[src/rtl/mem_load_unit_if.sv]
// Load-unit bus bundle: request, data-memory read port and response handshake.
// slave is the load unit's view; master is the pipeline/memory side.
interface mem_load_unit_if #(
  parameter int unsigned XLEN = 32
);
  logic            ld_valid;
  logic            ld_ready;
  logic [XLEN-1:0] ld_addr;
  logic [2:0]      ld_op;

  logic            mem_req;
  logic [XLEN-1:0] mem_addr;
  logic            mem_gnt;
  logic            mem_rvalid;
  logic [XLEN-1:0] mem_rdata;
  logic            mem_err;

  logic            rsp_valid;
  logic            rsp_ready;
  logic [XLEN-1:0] rsp_data;
  logic            rsp_err;

  modport slave (
    input  ld_valid, ld_addr, ld_op,
    input  mem_gnt, mem_rvalid, mem_rdata, mem_err,
    input  rsp_ready,
    output ld_ready, mem_req, mem_addr,
    output rsp_valid, rsp_data, rsp_err
  );

  modport master (
    output ld_valid, ld_addr, ld_op,
    output mem_gnt, mem_rvalid, mem_rdata, mem_err,
    output rsp_ready,
    input  ld_ready, mem_req, mem_addr,
    input  rsp_valid, rsp_data, rsp_err
  );
endinterface

[src/rtl/mem_load_unit.sv]
// Sequential load path: aligned bus reads, byte shift-down, sign/zero extension.
// MEM_LOAD_MISALIGN_EN enables misaligned loads (two beats when crossing a bus word).
module mem_load_unit #(
  parameter int unsigned XLEN = 32
) (
  input  logic             clk,
  input  logic             rst_n,
  mem_load_unit_if.slave   bus
);
  localparam int unsigned NB = XLEN / 8;
  localparam int unsigned OB = $clog2(NB);

`ifdef MEM_LOAD_MISALIGN_EN
  typedef enum logic [2:0] {IDLE, REQ0, WAIT0, REQ1, WAIT1, RESP} state_t;
`else
  typedef enum logic [1:0] {IDLE, REQ0, WAIT0, RESP} state_t;
`endif

  state_t          state, state_d;
  logic [XLEN-1:0] addr_q;
  logic [2:0]      op_q;
  logic [XLEN-1:0] rsp_data_q, rsp_data_d;
  logic            rsp_err_q, rsp_err_d;
  logic            rsp_load;
  logic            reject;
  logic [OB-1:0]   off_q;
  logic [XLEN-1:0] aligned;
`ifdef MEM_LOAD_MISALIGN_EN
  logic [XLEN-1:0] buf0;
  logic            buf0_load;
`endif

  function automatic logic illegal_op(input logic [2:0] op);
    return (op == 3'b111) || ((XLEN == 32) && ((op == 3'b011) || (op == 3'b110)));
  endfunction

  function automatic int unsigned nbytes(input logic [2:0] op);
    return 32'd1 << op[1:0];
  endfunction

  function automatic int unsigned offset(input logic [XLEN-1:0] a);
    return 32'(a[OB-1:0]);
  endfunction

`ifdef MEM_LOAD_MISALIGN_EN
  function automatic logic crossing(input logic [XLEN-1:0] a, input logic [2:0] op);
    return (offset(a) + nbytes(op)) > NB;
  endfunction
`else
  function automatic logic misaligned(input logic [XLEN-1:0] a, input logic [2:0] op);
    return (offset(a) & (nbytes(op) - 32'd1)) != 32'd0;
  endfunction
`endif

  function automatic logic [XLEN-1:0] merge(input logic [XLEN-1:0] lo,
                                            input logic [XLEN-1:0] hi,
                                            input logic [OB-1:0]   off);
    return XLEN'({hi, lo} >> {off, 3'b000});
  endfunction

  // Left-justify the field, then shift back arithmetically or logically.
  function automatic logic [XLEN-1:0] extend(input logic [XLEN-1:0] s, input logic [2:0] op);
    int unsigned     bits, sh;
    logic [XLEN-1:0] t;
    bits = 8 * nbytes(op);
    sh   = (bits >= XLEN) ? 32'd0 : XLEN - bits;
    t    = s << sh;
    if (op[2]) t = t >> sh;
    else       t = $signed(t) >>> sh;
    return t;
  endfunction

  assign off_q   = addr_q[OB-1:0];
  assign aligned = {addr_q[XLEN-1:OB], {OB{1'b0}}};

`ifdef MEM_LOAD_MISALIGN_EN
  assign reject       = illegal_op(bus.ld_op);
  assign bus.mem_req  = (state == REQ0) || (state == REQ1);
  assign bus.mem_addr = (state == REQ1) ? aligned + XLEN'(NB) : aligned;
`else
  assign reject       = illegal_op(bus.ld_op) || misaligned(bus.ld_addr, bus.ld_op);
  assign bus.mem_req  = (state == REQ0);
  assign bus.mem_addr = aligned;
`endif

  assign bus.ld_ready  = (state == IDLE);
  assign bus.rsp_valid = (state == RESP);
  assign bus.rsp_data  = rsp_data_q;
  assign bus.rsp_err   = rsp_err_q;

  always_comb begin
    state_d    = state;
    rsp_load   = 1'b0;
    rsp_err_d  = 1'b0;
    rsp_data_d = '0;
`ifdef MEM_LOAD_MISALIGN_EN
    buf0_load  = 1'b0;
`endif
    case (state)
      IDLE: begin
        if (bus.ld_valid) begin
          if (reject) begin
            state_d   = RESP;
            rsp_load  = 1'b1;
            rsp_err_d = 1'b1;
          end else begin
            state_d = REQ0;
          end
        end
      end
      REQ0: if (bus.mem_gnt) state_d = WAIT0;
      WAIT0: begin
        if (bus.mem_rvalid) begin
          if (bus.mem_err) begin
            state_d   = RESP;
            rsp_load  = 1'b1;
            rsp_err_d = 1'b1;
          end
`ifdef MEM_LOAD_MISALIGN_EN
          else if (crossing(addr_q, op_q)) begin
            state_d   = REQ1;
            buf0_load = 1'b1;
          end
`endif
          else begin
            state_d    = RESP;
            rsp_load   = 1'b1;
            rsp_data_d = extend(merge(bus.mem_rdata, '0, off_q), op_q);
          end
        end
      end
`ifdef MEM_LOAD_MISALIGN_EN
      REQ1: if (bus.mem_gnt) state_d = WAIT1;
      WAIT1: begin
        if (bus.mem_rvalid) begin
          state_d  = RESP;
          rsp_load = 1'b1;
          if (bus.mem_err) rsp_err_d = 1'b1;
          else             rsp_data_d = extend(merge(buf0, bus.mem_rdata, off_q), op_q);
        end
      end
`endif
      RESP: if (bus.rsp_ready) state_d = IDLE;
      default: state_d = IDLE;
    endcase
  end

  always_ff @(posedge clk or negedge rst_n) begin
    if (!rst_n) begin
      state      <= IDLE;
      addr_q     <= '0;
      op_q       <= '0;
      rsp_data_q <= '0;
      rsp_err_q  <= 1'b0;
`ifdef MEM_LOAD_MISALIGN_EN
      buf0       <= '0;
`endif
    end else begin
      state <= state_d;
      if ((state == IDLE) && bus.ld_valid) begin
        addr_q <= bus.ld_addr;
        op_q   <= bus.ld_op;
      end
      if (rsp_load) begin
        rsp_data_q <= rsp_data_d;
        rsp_err_q  <= rsp_err_d;
      end
`ifdef MEM_LOAD_MISALIGN_EN
      if (buf0_load) buf0 <= bus.mem_rdata;
`endif
    end
  end
endmodule

[src/flat_wrapper.sv]
// flat-port wrapper written by rule: the top's interface ports become plain ports
module mem_load_unit_flat 
#(
  parameter int unsigned XLEN = 32
)
  (clk, rst_n, bus_ld_valid, bus_ld_addr, bus_ld_op, bus_mem_gnt, bus_mem_rvalid, bus_mem_rdata, bus_mem_err, bus_rsp_ready, bus_ld_ready, bus_mem_req, bus_mem_addr, bus_rsp_valid, bus_rsp_data, bus_rsp_err);
  mem_load_unit_if #(.XLEN(XLEN)) bus_i ();
  input  logic clk;
  input  logic rst_n;
  input wire logic [$bits(bus_i.ld_valid)-1:0] bus_ld_valid;
  input wire logic [$bits(bus_i.ld_addr)-1:0] bus_ld_addr;
  input wire logic [$bits(bus_i.ld_op)-1:0] bus_ld_op;
  input wire logic [$bits(bus_i.mem_gnt)-1:0] bus_mem_gnt;
  input wire logic [$bits(bus_i.mem_rvalid)-1:0] bus_mem_rvalid;
  input wire logic [$bits(bus_i.mem_rdata)-1:0] bus_mem_rdata;
  input wire logic [$bits(bus_i.mem_err)-1:0] bus_mem_err;
  input wire logic [$bits(bus_i.rsp_ready)-1:0] bus_rsp_ready;
  output wire logic [$bits(bus_i.ld_ready)-1:0] bus_ld_ready;
  output wire logic [$bits(bus_i.mem_req)-1:0] bus_mem_req;
  output wire logic [$bits(bus_i.mem_addr)-1:0] bus_mem_addr;
  output wire logic [$bits(bus_i.rsp_valid)-1:0] bus_rsp_valid;
  output wire logic [$bits(bus_i.rsp_data)-1:0] bus_rsp_data;
  output wire logic [$bits(bus_i.rsp_err)-1:0] bus_rsp_err;
  assign bus_i.ld_valid = bus_ld_valid;
  assign bus_i.ld_addr = bus_ld_addr;
  assign bus_i.ld_op = bus_ld_op;
  assign bus_i.mem_gnt = bus_mem_gnt;
  assign bus_i.mem_rvalid = bus_mem_rvalid;
  assign bus_i.mem_rdata = bus_mem_rdata;
  assign bus_i.mem_err = bus_mem_err;
  assign bus_i.rsp_ready = bus_rsp_ready;
  assign bus_ld_ready = bus_i.ld_ready;
  assign bus_mem_req = bus_i.mem_req;
  assign bus_mem_addr = bus_i.mem_addr;
  assign bus_rsp_valid = bus_i.rsp_valid;
  assign bus_rsp_data = bus_i.rsp_data;
  assign bus_rsp_err = bus_i.rsp_err;
  mem_load_unit #(.XLEN(XLEN)) u_core (.clk(clk), .rst_n(rst_n), .bus(bus_i));
endmodule
[config.mk]
export PLATFORM = sky130hd
export DESIGN_NAME = mem_load_unit_flat
export DESIGN_NICKNAME = d
export VERILOG_FILES = /design/src/rtl/mem_load_unit_if.sv /design/src/rtl/mem_load_unit.sv /design/src/flat_wrapper.sv
export SDC_FILE = /design/constraint.sdc
export NUM_CORES = 1
export LEC_CHECK = 0
export CAP_MARGIN = 10
export CELL_PAD_IN_SITES_DETAIL_PLACEMENT = 1
export CELL_PAD_IN_SITES_GLOBAL_PLACEMENT = 2
export CORE_UTILIZATION = 42
export DETAILED_ROUTE_END_ITERATION = 8
export DONT_BUFFER_PORTS = 1
export GPL_TIMING_DRIVEN = 0
export PLACE_DENSITY = 0.92
export SETUP_SLACK_MARGIN = 0.02
export SYNTH_ARGS = -nofsm -noshare
export SYNTH_HDL_FRONTEND = slang
export SYNTH_SLANG_ARGS = --single-unit
[constraint.sdc]
create_clock -name clk -period 4.5 [get_ports clk]
set_input_delay 0.9 -clock clk [delete_from_list [all_inputs] [get_ports clk]]
set_output_delay 0.9 -clock clk [all_outputs]
set_load 0.02 [all_outputs]
Yosys cells after proc, flatten, opt, wreduce, memory -nomap -nowiden

Index checks and enable logic that the tools add are counted.

Word-level logic and storage cells: 50
Register bits: 70
Output and inout bits: 68
Input bits: 74

Reduce and logical (&&, ||, !) cells: 7
Bitwise gates (word level): 1
$lt $le $gt $ge: 1
Equal/unequal tests: 10
Shift-type cells: 6
$add $sub $neg: 2
Multiplexer cells: 18

Operators with widths:

| operator                | count |
|---|---|
| $mux W32                | 5 |
| $and A2 B32 Y32         | 1 |
| $ge A32 B6 Y1 const B   | 1 |
| $reduce_bool A32 Y1     | 1 |
| $shl A1 B2 Y32 const A  | 1 |
| $shl A32 B32 Y32        | 1 |
| $shr A32 B32 Y32        | 1 |
| $shr A32 B5 Y32         | 1 |
| $sshr A32 B32 Y32       | 1 |
| $sub A32 B1 Y32 const B | 1 |
| $sub A6 B32 Y32 const A | 1 |
| $shl A1 B2 Y29 const A  | 1 |
| $mux W2                 | 5 |
| $ne A2 B2 Y1 const B    | 4 |
| $pmux W2 S4             | 1 |
| $eq A3 B3 Y1 const B    | 2 |
| $mux W1                 | 5 |
| $eq A2 B2 Y1 const B    | 2 |
| $pmux W1 S2             | 2 |
| $reduce_and A4 Y1       | 1 |
| $eq A3 B2 Y1 const B    | 1 |
| $logic_or A1 B1 Y1      | 3 |
| $eq A2 B1 Y1 const B    | 1 |
| $logic_not A2 Y1        | 1 |
| $logic_and A1 B1 Y1     | 1 |

Logic depth before layout (Yosys ltp)

Gate-level depths: netlist of the first run.

Word-level depth: 9
Gate-level depth with buffers: 7
Gate-level depth less buffers: 6

Least setup slack after synthesis of the first run

No wires, ideal clock.

Path kind: register -> register
Start: reg u_core.state[0]
End: reg u_core.rsp_data_q[21] (netlist: u_core.bus.rsp_data[21])
Buffers on the path: 1
Setup time: 126 ps
Arrival time: 1934 ps
Required time: 4374 ps
Setup slack: 2440 ps
Period minus slack after synthesis: 2060 ps
Stages on the path, launching flop included: 7
Cell sequence: dfrtp_1 -> inv_1 -> ha_1 -> nand2_2 -> o31a_1 -> buf_2 -> a221o_2

Cells in the longest elaborated chain, start to end: 2
Elaborated cells on any way between the ends: 4
Those cells by class: eq/ne (1); mux (2); reduce/logical (1)

RTL lines:

| element                | RTL line             | source |
|---|---|---|
| start, declared        | mem_load_unit.sv:19  | `state_t state, state_d;` |
| start signal, assigned | mem_load_unit.sv:159 | `state <= state_d;` |
| $logic_not A2 Y1       | --                   |  |
| named net bus_ld_ready | flat_wrapper.sv:18   | `output wire logic [$bits(bus_i.ld_ready)-1:0] bus_ld_ready;` |
| $pmux W1 S2            | mem_load_unit.sv:99  | `case (state)` |
| end signal, assigned   | mem_load_unit.sv:165 | `rsp_data_q <= rsp_data_d;` |
| end, declared          | mem_load_unit.sv:22  | `logic [XLEN-1:0] rsp_data_q, rsp_data_d;` |

The timed path passes the listed nets, and every way through them passes these cells.
A chain may end at the register's enable or synchronous reset.

Final worst setup path of the first run

Start: reg u_core.state[1]
End: reg u_core.rsp_data_q[23] (netlist: u_core.bus.rsp_data[23])

The elaborated chain is that of the path after synthesis.

==> metrics.txt, run 1 <==
# TYPE chip_impl_metric gauge
chip_impl_info{name="rsz0062_at_grt",value="no"} 1
chip_impl_metric{name="worstPathArrival",unit="ns"} 2.62
chip_impl_metric{name="yosys_register_bits",unit=""} 70
chip_impl_metric{name="internal_power",unit="mW"} 1.89
chip_impl_metric{name="final.period_utilization",unit="%"} 53.3
chip_impl_metric{name="clock_tree.buffer_depth",unit=""} 2
chip_impl_metric{name="totalNegativeSetupSlack",unit="ns"} 0
chip_impl_metric{name="reg2reg_setup_slack",unit="ns"} 2.10
chip_impl_metric{name="port_buffers",unit=""} 0
chip_impl_metric{name="grt_pass1_vias",unit=""} 2409
chip_impl_metric{name="route.vias.total",unit=""} 2283
chip_impl_metric{name="final_hold_viol_count",unit=""} 0
chip_impl_info{name="outcome",value="complete, no violations"} 1
chip_impl_metric{name="grt_start_max_net_pins",unit=""} 71
chip_impl_metric{name="antenna_cells_inserted",unit=""} 0
chip_impl_metric{name="globalRoute.totalOverflow",unit=""} 0
chip_impl_metric{name="die_h",unit="um"} 93.6
chip_impl_metric{name="area.growth.synth_to_final",unit="%"} 9.91
chip_impl_metric{name="full_die_area",unit="sq mm"} 0.00876
chip_impl_metric{name="clock_sink_count",unit=""} 70
chip_impl_metric{name="max-vdd-ir-drop",unit="V"} 0.000311
chip_impl_metric{name="core-area",unit="sq mm"} 0.00818
chip_impl_metric{name="maximum_single_stage_delay_on_the_critical_path",unit="ns"} 0.46
chip_impl_metric{name="timing_max_transition_violations_final",unit=""} 0
chip_impl_metric{name="worst_slew_margin_rel",unit="%"} 55.6
chip_impl_info{name="end_kind",value="flip-flop"} 1
chip_impl_info{name="netlist.top_cell.by_area",value="sky130_fd_sc_hd__dfrtp_1"} 1
chip_impl_metric{name="p_total",unit="mW"} 3.21
chip_impl_metric{name="number_of_flops_mapped_to_enable_cells_by_yosys",unit=""} 0
chip_impl_metric{name="h-tree-depth",unit=""} 3
chip_impl_metric{name="cap_violations",unit=""} 0
chip_impl_metric{name="grt_pass1_wl",unit="um"} 13300
chip_impl_metric{name="cp.required",unit="ns"} 4.72
chip_impl_metric{name="period_minus_slack",unit="ns"} 2.40
chip_impl_metric{name="seq_power_share",unit="%"} 40.4
chip_impl_metric{name="cts.reportedPaths.clkPinSlew",unit="ns"} 0.08
chip_impl_metric{name="grt_util_all_layers",unit="%"} 20.5
chip_impl_metric{name="netlist_area",unit="sq mm"} 0.00352
chip_impl_metric{name="core.rowCount",unit=""} 33
chip_impl_info{name="cells_along_the_critical_path",value="inv_1 > ha_1 > nand2_2 > o31a_1 > buf_2 > a221o_2"} 1
chip_impl_info{name="crit_family",value="compound AO/OA/AOI/OAI gates"} 1
chip_impl_info{name="cts_root_buf",value="sky130_fd_sc_hd__clkbuf_8"} 1
chip_impl_metric{name="later_pin_clock_latency_in_the_skew_report",unit="ns"} 0.34
chip_impl_metric{name="drtAntennaViolNets",unit=""} 0
chip_impl_info{name="most_frequent_standard_cell_in_the_layout_excluding_fill_and_tap_cells",value="sky130_fd_sc_hd__dfrtp_1"} 1
chip_impl_metric{name="max_freq",unit="GHz"} 0.417
chip_impl_metric{name="finalNetCount",unit=""} 374
chip_impl_metric{name="cts_buffers",unit=""} 9
chip_impl_metric{name="crit_cells",unit=""} 6
chip_impl_metric{name="avgViaCountPerCell",unit=""} 5.62
chip_impl_metric{name="synthDominantCellAreaShare",unit="%"} 49.7
chip_impl_metric{name="detail_route.wl_per_cell",unit="um"} 21.4
chip_impl_metric{name="timing.critical_path.buf_inv",unit=""} 2
chip_impl_info{name="ys_top_cells_by_area",value="sky130_fd_sc_hd__dfrtp_1, sky130_fd_sc_hd__mux2_2, sky130_fd_sc_hd__buf_4, sky130_fd_sc_hd__mux2i_1, sky130_fd_sc_hd__a221o_1"} 1
chip_impl_metric{name="synthesis.yosys.warnings",unit=""} 0
chip_impl_metric{name="drt_pre_antenna_iters",unit=""} 4
chip_impl_metric{name="power.net_switching",unit="mW"} 1.31
chip_impl_metric{name="dp.final_hpwl",unit="um"} 6490
chip_impl_info{name="timing.hold.worst.class",value="in2async"} 1
chip_impl_metric{name="worst-slew-pin-transition",unit="ns"} 0.663
chip_impl_info{name="cts_tree",value="built"} 1
chip_impl_metric{name="cts.repair.resized",unit=""} 0
chip_impl_metric{name="num_io_pins",unit=""} 142
chip_impl_metric{name="drc",unit=""} 0
chip_impl_metric{name="sw_frac_of_total",unit="%"} 40.9
chip_impl_info{name="synth_ff_type",value="sky130_fd_sc_hd__dfrtp_1"} 1
chip_impl_info{name="worst_path_max_delay_cell",value="sky130_fd_sc_hd__o31a_1"} 1
chip_impl_metric{name="postSynthAreaPerCell",unit="sq um"} 12.4
chip_impl_metric{name="initial_antenna_violation_count",unit=""} 0
chip_impl_metric{name="worst_r2r_path_depth",unit=""} 6
chip_impl_metric{name="drc_marker_count_from_the_first_detailed_route_iteration",unit=""} 72
chip_impl_metric{name="power_leakage",unit="nW"} 1.80
chip_impl_metric{name="number_of_setup_buffers_added_after_cts",unit=""} 0
chip_impl_info{name="timing_worst_setup_path_type",value="reg2reg"} 1
chip_impl_metric{name="power_per_cell_area",unit="mW/mm^2"} 828
chip_impl_metric{name="nFillCells",unit=""} 874
chip_impl_metric{name="die_width",unit="um"} 93.6
chip_impl_metric{name="initial_cell_density_of_the_core",unit="%"} 43.1
chip_impl_info{name="most_used_cells_in_the_layout_excluding_fill_and_tap_cells",value="sky130_fd_sc_hd__dfrtp_1, sky130_fd_sc_hd__mux2_2, sky130_fd_sc_hd__buf_4"} 1
chip_impl_metric{name="critical_path_peak_fanout",unit=""} 10
chip_impl_metric{name="total_routed_length",unit="um"} 8690
chip_impl_metric{name="setup_violations",unit=""} 0
chip_impl_metric{name="async_flop_share",unit="%"} 100
chip_impl_metric{name="finalWeightedCongestion",unit=""} 0.845
chip_impl_info{name="worst_setup_path_start_kind",value="flip-flop"} 1
chip_impl_metric{name="clockPowerShare",unit="%"} 17.2
chip_impl_metric{name="final_layout_size_suffix_gt1_share",unit="%"} 37.2
chip_impl_metric{name="synth_sequential_area_ratio",unit="%"} 49.7
chip_impl_metric{name="synth_cells",unit=""} 284
chip_impl_metric{name="cts_hold_buffers",unit=""} 0
chip_impl_metric{name="fin_skew",unit="ns"} 0.00617
chip_impl_metric{name="synth.distinct_cells",unit=""} 38
chip_impl_metric{name="pwr-share-comb",unit="%"} 42.4
## power groups by stage
stage | registers (mW) | clock network [mW] | logic, mW
after floorplan | 1.23 | 0 | 1.17
after CTS | 1.30 | 0.564 | 1.37
after global placement | 1.29 | 0 | 1.32
after global routing | 1.34 | 0.592 | 1.47
final | 1.30 | 0.552 | 1.36
after detailed placement | 1.31 | 0 | 1.36
## logic make-up (layout without fill, tap and decap cells)
kind of cell	Yosys count	in the layout	share of synthesized area [%]
XOR/XNOR	1	1	0.249
buffers and inverters	54	70	9.84
multiplexers	63	63	19.4
AO/OA/AOI/OAI	56	56	13.2
AND/OR/NAND/NOR	35	35	6.07
flip-flops	70	70	49.7
other	1	2	0.106
adder cells (fa/ha/maj)	4	4	1.42
## path summary, 6_finish.rpt
path / startpoint / end
max: u_core.state[1]$_DFFE_PN0P_ / u_core.bus.rsp_data[23]$_DFFE_PN0P_
max reg2reg: u_core.state[1]$_DFFE_PN0P_ / u_core.bus.rsp_data[23]$_DFFE_PN0P_
max in group asynchronous: rst_n / u_core.bus.rsp_data[2]$_DFFE_PN0P_
min reg2reg: u_core.addr_q[4]$_DFFE_PN0P_ / u_core.addr_q[4]$_DFFE_PN0P_
min in group clk: u_core.addr_q[4]$_DFFE_PN0P_ / u_core.addr_q[4]$_DFFE_PN0P_
min: rst_n / u_core.addr_q[3]$_DFFE_PN0P_
## synthesized netlist by cell type, types with 3 or more instances
| cell | number |
|---|---|
| sky130_fd_sc_hd__buf_2 | 4 |
| sky130_fd_sc_hd__clkbuf_1 | 5 |
| sky130_fd_sc_hd__mux2_2 | 43 |
| sky130_fd_sc_hd__a22o_1 | 9 |
| sky130_fd_sc_hd__a221o_2 | 10 |
| sky130_fd_sc_hd__a221o_1 | 13 |
| sky130_fd_sc_hd__inv_1 | 7 |
| sky130_fd_sc_hd__mux2i_1 | 20 |
| sky130_fd_sc_hd__buf_1 | 3 |
| sky130_fd_sc_hd__nand2_1 | 15 |
| sky130_fd_sc_hd__ha_1 | 4 |
| sky130_fd_sc_hd__nor2_1 | 6 |
| sky130_fd_sc_hd__o21ai_0 | 14 |
| sky130_fd_sc_hd__a21oi_1 | 3 |
| sky130_fd_sc_hd__buf_4 | 33 |
| sky130_fd_sc_hd__dfrtp_1 | 70 |
## per-stage QoR
stage	instances	area, sq um	hold WS (ns)	worst slack [ns]	utilization (%)
6_report	406	3870	0.240	2.10	47.4
3_5_place_dp	390	3660	0.495	2.05	44.8
2_1_floorplan	285	3530	0.481	2.44	-
5_1_grt	406	3870	0.221	1.97	47.4
3_3_place_gp	390	3660	0.488	2.06	44.8
4_1_cts	406	3870	0.229	2.08	47.4
## sequential cells by signal, indices dropped and copies added (netlist names)
register / flops
u_core.bus.rsp_data: 32
u_core.state: 2
u_core.op_q: 3
u_core.addr_q: 32
u_core.bus.rsp_err: 1
## per-layer routing
| metal | track usage (%) | share of wire [%] |
|---|---|---|
| met1 | 26.7 | 42 |
| met3 | 6.75 | 8.6 |
| met4 | 7.69 | 1.9 |
| met5 | 0 | 0 |
| met2 | 31.6 | 48 |
## cell type report
class | instances | area (sq um) | area share, %
clock buffer | 10 | 128 | 3.30
buffer | 47 | 320 | 8.27
tap | 105 | 131 | 3.39
sequential | 70 | 1750 | 45.2
multi-input combinational | 161 | 1430 | 36.9
inverter | 7 | 26.3 | 0.679
clock inverter | 6 | 86.3 | 2.23
Power figures use the tool's default switching activity.
==> run 2, diff against run 1 <==
--- a/config.mk
+++ b/config.mk
@@ -8,11 +8,11 @@
 export CAP_MARGIN = 10
 export CELL_PAD_IN_SITES_DETAIL_PLACEMENT = 1
 export CELL_PAD_IN_SITES_GLOBAL_PLACEMENT = 2
-export CORE_UTILIZATION = 42
+export CORE_UTILIZATION = 35
 export DETAILED_ROUTE_END_ITERATION = 8
 export DONT_BUFFER_PORTS = 1
 export GPL_TIMING_DRIVEN = 0
-export PLACE_DENSITY = 0.92
+export PLACE_DENSITY = 0.82
 export SETUP_SLACK_MARGIN = 0.02
 export SYNTH_ARGS = -nofsm -noshare
 export SYNTH_HDL_FRONTEND = slang
==> constraint.sdc (replaced) <==
create_clock -name clk -period 2.15 [get_ports clk]
set_input_delay 0.43 -clock clk [delete_from_list [all_inputs] [get_ports clk]]
set_output_delay 0.43 -clock clk [all_outputs]
set_load 0.02 [all_outputs]
==> run 2 against run 1 <==
- register-to-register slack got worse by 2.0 ns
- final cell count increased by 8.1%
- clock-buffer cell count increased by 1
- flip-flop and latch count unchanged
- fmax is 20% higher
- sequential share of layout area is 1.4 points lower
- routed wire length rose by 3.4%
- clock skew rose by 0.0010 ns
- first-iteration DRC count grew 11%
- highest routed layer unchanged
==> metrics.txt, run 2 (synthesized netlist as in run 1, its figures left out) <==
# TYPE chip_impl_metric gauge
chip_impl_metric{name="total_routed_length",unit="um"} 8980
chip_impl_metric{name="period_minus_slack",unit="ns"} 2.00
chip_impl_info{name="timing_worst_setup_path_type",value="reg2reg"} 1
chip_impl_metric{name="area_of_the_multi_input_gates",unit="sq mm"} 0.00146
chip_impl_metric{name="core.rowCount",unit=""} 36
chip_impl_metric{name="later_pin_clock_latency_in_the_skew_report",unit="ns"} 0.35
chip_impl_metric{name="clock_sink_count",unit=""} 70
chip_impl_metric{name="worst_slew_margin_rel",unit="%"} 59.6
chip_impl_metric{name="grt_start_max_net_pins",unit=""} 71
chip_impl_metric{name="power_leakage",unit="nW"} 1.84
chip_impl_metric{name="nFillCells",unit=""} 1070
chip_impl_metric{name="finalWeightedCongestion",unit=""} 0.796
chip_impl_metric{name="cts.reportedPaths.clkPinSlew",unit="ns"} 0.08
chip_impl_metric{name="drtAntennaViolNets",unit=""} 0
chip_impl_metric{name="avgViaCountPerCell",unit=""} 5.29
chip_impl_info{name="cts_tree",value="built"} 1
chip_impl_metric{name="drt_pre_antenna_iters",unit=""} 4
chip_impl_metric{name="final_cell_count_no_fill",unit=""} 439
chip_impl_metric{name="die_width",unit="um"} 102
chip_impl_metric{name="full_die_area",unit="sq mm"} 0.0105
chip_impl_metric{name="cap_violations",unit=""} 0
chip_impl_info{name="most_frequent_standard_cell_in_the_layout_excluding_fill_and_tap_cells",value="sky130_fd_sc_hd__dfrtp_1"} 1
chip_impl_info{name="end_kind",value="flip-flop"} 1
chip_impl_metric{name="port_buffers",unit=""} 0
chip_impl_metric{name="antenna_cells_inserted",unit=""} 0
chip_impl_metric{name="area.growth.synth_to_final",unit="%"} 13.4
chip_impl_metric{name="route.vias.total",unit=""} 2321
chip_impl_info{name="most_used_cells_in_the_layout_excluding_fill_and_tap_cells",value="sky130_fd_sc_hd__dfrtp_1, sky130_fd_sc_hd__mux2_2, sky130_fd_sc_hd__buf_4"} 1
chip_impl_metric{name="detail_route.wl_per_cell",unit="um"} 20.5
chip_impl_metric{name="initial_cell_density_of_the_core",unit="%"} 36.0
chip_impl_metric{name="worst-slew-pin-transition",unit="ns"} 0.606
chip_impl_metric{name="core-area",unit="sq mm"} 0.00977
chip_impl_metric{name="final_util",unit="%"} 40.9
chip_impl_metric{name="drc",unit=""} 0
chip_impl_metric{name="finish.instance_area",unit="sq mm"} 0.00400
chip_impl_metric{name="final_hold_viol_count",unit=""} 0
chip_impl_metric{name="cts_buffers",unit=""} 9
chip_impl_metric{name="worst_slack",unit="ns"} 0.150
chip_impl_metric{name="cp.required",unit="ns"} 2.38
chip_impl_metric{name="timing_max_transition_violations_final",unit=""} 0
chip_impl_metric{name="grt_util_all_layers",unit="%"} 17.3
chip_impl_metric{name="h-tree-depth",unit=""} 3
chip_impl_metric{name="area.sequential",unit="sq mm"} 0.00175
chip_impl_metric{name="globalRoute.totalOverflow",unit=""} 0
chip_impl_metric{name="placedCellCount",unit=""} 418
chip_impl_info{name="outcome",value="complete, no violations"} 1
chip_impl_metric{name="final.hold.worst_slack",unit="ns"} 0.222
chip_impl_info{name="rsz0062_at_grt",value="no"} 1
chip_impl_metric{name="num_io_pins",unit=""} 142
chip_impl_metric{name="p_total",unit="mW"} 6.78
chip_impl_info{name="crit_family",value="compound AO/OA/AOI/OAI gates"} 1
chip_impl_metric{name="setup_violations",unit=""} 0
chip_impl_metric{name="final_layout_size_suffix_gt1_share",unit="%"} 38.9
chip_impl_metric{name="fin_skew",unit="ns"} 0.00718
chip_impl_metric{name="worstPathArrival",unit="ns"} 2.23
chip_impl_metric{name="dp.final_hpwl",unit="um"} 6680
chip_impl_metric{name="max_freq",unit="GHz"} 0.500
chip_impl_metric{name="die_h",unit="um"} 102
chip_impl_metric{name="power_per_cell_area",unit="mW/mm^2"} 1700
chip_impl_info{name="cts_root_buf",value="sky130_fd_sc_hd__clkbuf_8"} 1
chip_impl_metric{name="maximum_single_stage_delay_on_the_critical_path",unit="ns"} 0.41
chip_impl_metric{name="grt_pass1_wl",unit="um"} 13200
chip_impl_metric{name="critical_path_peak_fanout",unit=""} 10
chip_impl_metric{name="placement.setup.worst_slack",unit="ns"} -0.237
chip_impl_metric{name="totalNegativeSetupSlack",unit="ns"} 0
chip_impl_info{name="cells_along_the_critical_path",value="inv_2 > ha_4 > nand2_4 > o31a_1 > buf_2 > a221o_2"} 1
chip_impl_metric{name="placed_area",unit="sq mm"} 0.00369
chip_impl_metric{name="final.period_utilization",unit="%"} 93.0
chip_impl_metric{name="drc_marker_count_from_the_first_detailed_route_iteration",unit=""} 80
chip_impl_metric{name="clock_tree.buffer_depth",unit=""} 2
chip_impl_metric{name="grt_pass1_vias",unit=""} 2286
chip_impl_metric{name="finalNetCount",unit=""} 380
chip_impl_info{name="timing.hold.worst.class",value="in2reg"} 1
chip_impl_metric{name="timing.critical_path.buf_inv",unit=""} 2
chip_impl_info{name="worst_path_max_delay_cell",value="sky130_fd_sc_hd__dfrtp_1"} 1
chip_impl_info{name="worst_setup_path_start_kind",value="flip-flop"} 1
chip_impl_metric{name="max-vdd-ir-drop",unit="V"} 0.000530
chip_impl_metric{name="initial_antenna_violation_count",unit=""} 0
-- run 2: what timing repair did --
item	CTS	global route
setup endpoints to repair	36	33
pin swaps	2	3
setup buffers	2	2
endpoints found under the hold margin	70	0
gates resized for setup	4	5
hold buffers	2	0
-- run 2: worst paths after layout --
check | depth (start not counted) | slack, ns | from | end
max in group asynchronous | 2 | 1.21 | rst_n | u_core.bus.rsp_data[10]$_DFFE_PN0P_
hold / removal | 1 | 0.22 | bus_ld_addr[15] | u_core.addr_q[15]$_DFFE_PN0P_
setup / recovery | 6 | 0.15 | u_core.state[1]$_DFFE_PN0P_ | u_core.bus.rsp_data[21]$_DFFE_PN0P_
min in group asynchronous | 2 | 0.62 | rst_n | u_core.addr_q[18]$_DFFE_PN0P_
hold reg to reg | 1 | 0.51 | u_core.addr_q[3]$_DFFE_PN0P_ | u_core.addr_q[3]$_DFFE_PN0P_
setup reg to reg | 6 | 0.15 | u_core.state[1]$_DFFE_PN0P_ | u_core.bus.rsp_data[21]$_DFFE_PN0P_
-- run 2: worst reg2reg max path, cell delays in order, from the launching register on --
cell	delay (ns)
sky130_fd_sc_hd__dfrtp_1	0.41
sky130_fd_sc_hd__inv_2	0.11
sky130_fd_sc_hd__ha_4	0.23
sky130_fd_sc_hd__nand2_4	0.12
sky130_fd_sc_hd__o31a_1	0.39
sky130_fd_sc_hd__buf_2	0.22
sky130_fd_sc_hd__a221o_2	0.40
-- run 2: cell type report --
type,instances,area share [%]
sequential,70,43.8
buffer,47,8.05
timing repair buffer,6,1.69
inverter,7,0.658
clock inverter,4,1.82
clock buffer,11,3.29
tap,133,4.17
multi-input combinational,161,36.5
-- run 2: metal layers --
metal	routed length [um]	GRT usage (%)	vias up
met1	3620	22.3	1172
li1	-	-	1051
met5	0	0	-
met3	807	6.84	17
met2	4410	26.1	81
met4	146	6.37	0
-- run 2: power by group --
part	total [mW]	internal, mW	switching, mW	leakage [nW]
clock	1.14	0.646	0.498	0.0994
sequential	2.71	1.94	0.774	0.881
combinational	2.93	1.43	1.49	0.863
==> run 3, diff against run 2 <==
--- a/config.mk
+++ b/config.mk
@@ -5,6 +5,7 @@
 export SDC_FILE = /design/constraint.sdc
 export NUM_CORES = 1
 export LEC_CHECK = 0
+export ABC_CLOCK_PERIOD_IN_PS = 2150
 export CAP_MARGIN = 10
 export CELL_PAD_IN_SITES_DETAIL_PLACEMENT = 1
 export CELL_PAD_IN_SITES_GLOBAL_PLACEMENT = 2
==> results of run 3 <==
Same layout as run 2: the final DEF is identical, and so are final timing and power.
